[config.mk]
export PLATFORM = sky130hd
export DESIGN_NAME = micro_sequencer
export DESIGN_NICKNAME = d
export VERILOG_FILES = /design/src/rtl/micro_sequencer_pkg.sv /design/src/rtl/micro_sequencer.sv
export SDC_FILE = /design/constraint.sdc
export NUM_CORES = 1
export LEC_CHECK = 0
export ABC_AREA = 1
export CAP_MARGIN = 20
export CORE_MARGIN = 10
export CORE_UTILIZATION = 62
export DETAILED_ROUTE_END_ITERATION = 7
export DONT_BUFFER_PORTS = 1
export GPL_TIMING_DRIVEN = 0
export PLACE_DENSITY = 0.8
export SKIP_LAST_GASP = 1
export SLEW_MARGIN = 40
export SYNTH_ARGS = -nofsm -noshare
export SYNTH_HDL_FRONTEND = slang
export SYNTH_SLANG_ARGS = --single-unit
[constraint.sdc]
create_clock -name clk -period 1.8 [get_ports clk]
set_clock_uncertainty 0.05 [all_clocks]
set_input_delay 0.36 -clock clk [delete_from_list [all_inputs] [get_ports clk]]
set_output_delay 0.36 -clock clk [all_outputs]
set_load 0.01 [all_outputs]
[src/rtl/micro_sequencer_pkg.sv]
// Shared constants for the accumulator micro-sequencer: opcodes, FSM states,
// ALU operation codes and small decode helpers.
package micro_sequencer_pkg;

  localparam logic [3:0] OP_NOP = 4'h0;
  localparam logic [3:0] OP_LDI = 4'h1;
  localparam logic [3:0] OP_LD  = 4'h2;
  localparam logic [3:0] OP_ST  = 4'h3;
  localparam logic [3:0] OP_ADD = 4'h4;
  localparam logic [3:0] OP_SUB = 4'h5;
  localparam logic [3:0] OP_AND = 4'h6;
  localparam logic [3:0] OP_OR  = 4'h7;
  localparam logic [3:0] OP_JMP = 4'h8;
  localparam logic [3:0] OP_JZ  = 4'h9;
  localparam logic [3:0] OP_HLT = 4'hF;

  localparam logic [1:0] ALU_ADD = 2'b00;
  localparam logic [1:0] ALU_SUB = 2'b01;
  localparam logic [1:0] ALU_AND = 2'b10;
  localparam logic [1:0] ALU_OR  = 2'b11;

  typedef enum logic [2:0] {
    S_IDLE,
    S_FETCH,
    S_DECODE,
    S_MEM,
    S_EXEC,
    S_DONE
  } state_e;

  // Opcodes whose operand is a RAM address read before execution.
  function automatic logic needs_mem(input logic [3:0] op);
    return op inside {OP_LD, OP_ADD, OP_SUB, OP_AND, OP_OR};
  endfunction

  // Opcodes A..E are unassigned; they run as NOP but flag the program.
  function automatic logic is_illegal(input logic [3:0] op);
    return op inside {[4'hA:4'hE]};
  endfunction

endpackage

[src/rtl/micro_sequencer.sv]
// Accumulator instruction sequencer: fetches from a registered ROM, drives the
// external ALU and data RAM, and reports busy/done/illegal to the top level.
module micro_sequencer
  import micro_sequencer_pkg::*;
#(
  parameter int unsigned DATA_W = 4,
  parameter int unsigned ADDR_W = 4
) (
  input  logic                clk,
  input  logic                rst,
  input  logic                start,
  output logic [ADDR_W-1:0]   prog_addr,
  input  logic [ADDR_W+3:0]   prog_data,
  output logic [DATA_W-1:0]   alu_a,
  output logic [DATA_W-1:0]   alu_b,
  output logic [1:0]          alu_op,
  input  logic [DATA_W-1:0]   alu_result,
  output logic [ADDR_W-1:0]   ram_addr,
  output logic [DATA_W-1:0]   ram_din,
  output logic                ram_we,
  input  logic [DATA_W-1:0]   ram_dout,
  output logic [DATA_W-1:0]   acc_out,
  output logic                busy,
  output logic                done,
  output logic                illegal
);

  state_e              state_q, state_d;
  logic [ADDR_W-1:0]   pc_q, pc_d;
  logic [ADDR_W+3:0]   ir_q, ir_d;
  logic [DATA_W-1:0]   acc_q, acc_d;
  logic                illegal_q, illegal_d;

  logic [3:0]          opcode;
  logic [ADDR_W-1:0]   operand;
  logic [3:0]          fetched_op;

  assign opcode     = ir_q[ADDR_W+:4];
  assign operand    = ir_q[ADDR_W-1:0];
  assign fetched_op = prog_data[ADDR_W+:4];

  // Next-state and architectural register updates for each sequencer state.
  always_comb begin
    state_d   = state_q;
    pc_d      = pc_q;
    ir_d      = ir_q;
    acc_d     = acc_q;
    illegal_d = illegal_q;
    case (state_q)
      S_IDLE: begin
        if (start) begin
          pc_d      = '0;
          acc_d     = '0;
          illegal_d = 1'b0;
          state_d   = S_FETCH;
        end
      end
      S_FETCH: state_d = S_DECODE;
      S_DECODE: begin
        // ir is not loaded yet, so the branch decision looks at the ROM word.
        ir_d    = prog_data;
        pc_d    = pc_q + 1'b1;
        state_d = needs_mem(fetched_op) ? S_MEM : S_EXEC;
      end
      S_MEM: state_d = S_EXEC;
      S_EXEC: begin
        state_d = S_FETCH;
        case (opcode)
          OP_LDI: acc_d = DATA_W'(operand);
          OP_LD:  acc_d = ram_dout;
          OP_ADD, OP_SUB, OP_AND, OP_OR: acc_d = alu_result;
          OP_JMP: pc_d = operand;
          OP_JZ: begin
            if (acc_q == '0) pc_d = operand;
          end
          OP_HLT: state_d = S_DONE;
          default: begin
            if (is_illegal(opcode)) illegal_d = 1'b1;
          end
        endcase
      end
      S_DONE:  state_d = S_IDLE;
      default: state_d = S_IDLE;
    endcase
  end

  // State and datapath registers; reset returns everything to idle at once.
  always_ff @(posedge clk or posedge rst) begin
    if (rst) begin
      state_q   <= S_IDLE;
      pc_q      <= '0;
      ir_q      <= '0;
      acc_q     <= '0;
      illegal_q <= 1'b0;
    end else begin
      state_q   <= state_d;
      pc_q      <= pc_d;
      ir_q      <= ir_d;
      acc_q     <= acc_d;
      illegal_q <= illegal_d;
    end
  end

  // Outputs decode straight from registers so reset clears ram_we immediately.
  always_comb begin
    prog_addr = pc_q;
    alu_a     = acc_q;
    alu_b     = ram_dout;
    alu_op    = opcode[1:0];
    ram_addr  = operand;
    ram_din   = acc_q;
    ram_we    = (state_q == S_EXEC) && (opcode == OP_ST);
    acc_out   = acc_q;
    busy      = (state_q != S_IDLE);
    done      = (state_q == S_DONE);
    illegal   = illegal_q;
  end

endmodule

==> results.md <==
Outcome:
- The run finished with clean final reports.

Global routing:
- Entering global routing, the biggest net connects 21 pins.
- The number of global-route vias before repair is 1154.
- The number of antenna violations at the first check in global routing is 0.
- The first global-routing pass estimated 5250 um of wire.
- In the global route stage, overall resource usage came out at 14.77%.
- The total congestion overflow after global routing is 0.

Place:
- The number of I/O port buffers is 0.
- Routability-driven placement finished with a final weighted congestion of 0.8677.
- Once detailed placement completed, the half-perimeter wirelength came to 2575 um.
- Summing all placed instances gives a cell area of 1408 um^2.

Clock tree:
- Clock tree synthesis selected as its root buffer the cell sky130_fd_sc_hd__clkbuf_4.
- TritonCTS built the clock tree.
- CTS built an H-tree with a depth of 1.
- The clock passes through at most 2 buffers.
- The number of clock buffers inserted by TritonCTS is 3.
- The register clock-pin slew on the reported worst setup and hold paths is 130 ps.
- The TritonCTS sink count is 20.
- The worst-skew pair later-pin latency is 320 ps.

Power and ir drop:
- The worst voltage drop across the vdd grid is 1.235 mV.
- For this design the static power due to leakage is 0.8118 nW.
- The power density over the cells is 1861 nW/um^2.

Route:
- The routed length on met1 is 1285 um.
- The via density per instance is 5.459.
- The total vias in the final route is 1201.
- The post-route antenna net violation count is 0.
- For this block, the initial DRC count from the detailed router was 67.
- The highest layer used for signal routing is met4.
- For this run, design rule violations remaining after detail routing come to 0.
- After detailed routing, the met2 layer carries 1629 um of wire.
- The routed length per placed instance is 15.33 um.
- Detailed routing placed a total of 392 um of wire on met3.
- The sum of routed wire length over all layers is 3373 um.
- The first detailed-routing pass took 4 iterations.

Layout:
- The final layout net count is 214.
- The area growth from synthesis to final layout is 9.654%.
- Of the cells placed in the final design, the portion with a size suffix greater than 1 is 29.02%.
- With fillers left out, the area of the finished cells amounts to 1506 um^2.
- The number of diodes is 0.

Synth:
- For this run, the number of Yosys warnings is 0.
- By count the netlist is led by 59 x sky130_fd_sc_hd__nand2_1, 20 x sky130_fd_sc_hd__dfrtp_1, 19 x sky130_fd_sc_hd__buf_4.
- The xor/xnor cell area share of the yosys netlist is 0.6375%.
- Among all cell types in the netlist, the one instantiated most often is sky130_fd_sc_hd__nand2_1.
- Among all flip-flop cells after synthesis, the most frequent one is sky130_fd_sc_hd__dfrtp_1.
- The dominant combinational cell family by area after synthesis is simple AND/OR/NAND/NOR gates.
- After synthesis the netlist holds a flip-flop and latch count of 20.
- Synthesis handed over a netlist of 185 instances.
- The mapped netlist covers 1374 um^2.
- The number of synthesized flops with an enable pin is 0.
- After synthesis, the share of cell area in mux cells is 0%.
- The fraction of synthesized cell area taken by the top area cell type is 36.43%.
- The netlist uses 25 different library cells.
- Averaged over all synthesized cells, the footprint is 7.426 um^2.
- The post-synth net total is 205.
- The dominant cell type by area after synthesis is sky130_fd_sc_hd__dfrtp_1.
- The synthesized-area fraction occupied by adder cells is 0.9107%.
- Summing the areas of all compound-gate instances in the mapped netlist gives 6.831% of the synthesized area.
- Summing the sequential cell areas from Yosys gives 36.43% of the chip area.
- After Yosys synthesis, and, or, nand and nor cells account for 39.44% of the synthesized area.
- Sorting the synthesized cells by area gives the leading types as sky130_fd_sc_hd__dfrtp_1 36%, sky130_fd_sc_hd__nand2_1 16%, sky130_fd_sc_hd__buf_4 10%, sky130_fd_sc_hd__nand3_1 6.2%, sky130_fd_sc_hd__nor2_4 4.1%.
- After synthesis, the share of flip-flops with an asynchronous set or reset is 100.0%.

Setup path:
- STA puts the critical path data required time at 1390 ps.
- The largest fanout on the critical path is 6.
- The destination of the worst register-to-register timing path is prog_addr[3]$_DFFE_PP0P_.
- Data on the critical path arrives at its endpoint at 1270 ps.
- The worst register-to-register path begins at state_q[2]$_DFFE_PP0N_.
- The critical path class is reg2out.
- The endpoint of the worst setup timing path is busy.
- STA classifies the critical path endpoint as an output port.
- The worst reg-to-reg path cell count is 7.
- The critical path starts at state_q[0]$_DFFE_PP0N_.
- In this run the register-to-register setup slack is 400 ps.
- The element type at the critical path start is a flip-flop.

Floorplanning:
- The die is 67.07 um tall.
- The initial utilization of the core area, before any placement, comes to 67.28%.
- The row count is 16.
- The die area is 4498 um^2.
- The I/O pin count is 49.
- The chip width is 67.07 um.
- The placeable core region is 2042 um^2.

Timing:
- For the pin with the worst max-slew slack, the measured transition is 706.2 ps.
- Setup violations remaining at the end of the flow were counted as 0.
- The final hold violation count came to 0.
- Setup repair after global routing left no endpoint under its margin.
- The final count of pins violating max slew is 0.
- The clock period minus final worst setup slack is 1676 ps.
- The maximum operating frequency is 596.6 MHz.
- After layout, the worst path uses 93.12% of the clock period.
- The setup TNS after final layout is 0 ps.
- In this run the tightest slew margin relative to its limit is 52.63%.

Worst hold path:
- The hold path startpoint is prog_data[0].
- The path class of the tightest hold or removal check is in2reg.

Flow run:
- The reported max-cap violation count is 0.
-- where the power goes --
group | total (W) | leakage, nW | internal [W] | switching, W
Combinational | 0.00142 | 0.526 | 0.000563 | 0.000854
Clock | 0.000378 | 0.0279 | 0.000225 | 0.000153
Sequential | 0.00101 | 0.258 | 0.000639 | 0.000370
Total | 0.00280 | 0.812 | 0.00143 | 0.00138
-- timing repair --
item / CTS / global route
hold buffers: 0 / 1
hold endpoints to repair: 0 / 20
pin swaps: 0 / 1
gates cloned: 0 / 0
buffers inserted: 0 / 3
gates resized for setup: 1 / 3
setup endpoints to repair: 1 / 2
-- sequential cells by signal (all words and copies together), names as in the netlist --
| register | flops |
|---|---|
| acc_out | 4 |
| prog_addr | 4 |
| ir_q | 8 |
| state_q | 3 |
| illegal | 1 |
-- cell families after synthesis --
family	Yosys count
and+or+nand+nor	110
AOI/OAI and AO/OA	15
adders and majority gates	1
xor gates and xnor gates	1
DFF	20
buffers and inverters	38
-- per-stage QoR --
stage,setup slack [ps],utilization (%),hold slack (ps),power [W],instances
final,123.9,73.77,89.06,0.002803,220
after global routing,17.38,73.77,96.99,0.003008,220
after CTS,27.49,71.75,29.07,0.002725,216
after detailed placement,253.3,68.93,376.9,0.002340,212
after global placement,275.7,68.93,361.4,0.002288,212
after floorplan,378.7,-,273.8,0.002056,185
-- final cells by class --
| type | instances | area [um^2] |
|---|---|---|
| timing repair buffer | 4 | 32.53 |
| sequential | 20 | 503.0 |
| multi-input combinational | 127 | 668.1 |
| fill | 173 | 535.5 |
| clock buffer | 3 | 22.52 |
| clock inverter | 1 | 30.03 |
| tap | 27 | 33.78 |
| buffer | 19 | 142.6 |
| inverter | 19 | 73.82 |
-- worst min path at each step --
stage | cells after the start | to
after floorplan | 1 | acc_out[0]$_DFFE_PP0P_
after global placement | 1 | ir_q[3]$_DFFE_PP0P_
after detailed placement | 1 | prog_addr[3]$_DFFE_PP0P_
after CTS | 1 | acc_out[1]$_DFFE_PP0P_
after global routing | 1 | illegal$_DFFE_PP0P_
final | 2 | ir_q[0]$_DFFE_PP0P_
-- worst max-delay path, cell delays in order (launching register included) --
cell and delay (ps):
sky130_fd_sc_hd__dfrtp_2 470, sky130_fd_sc_hd__nor2_4 160, sky130_fd_sc_hd__inv_2 100, sky130_fd_sc_hd__nor2_1 130
sky130_fd_sc_hd__inv_1 100
-- placed cells by master, fill, tap and decap left out, drive strengths merged --
cell,count
o21ai,9
clkinv,1
inv,18
nor3,3
buf,22
bufinv,1
clkbuf,3
nor2,18
dfrtp,20
nand3,18
a22oi,1
nand2,67
dlygate4sd3,1
xnor2,1
o22ai,1
nand3b,3
ha,1
a21oi,4
nand4,1
-- routing by layer --
layer  GRT usage [%]  vias up
li1                -      591
met1           15.77      542
met2           26.18       61
met3           5.017        7
met4           5.385        0
met5               0        -
Power figures use the tool's default switching activity.
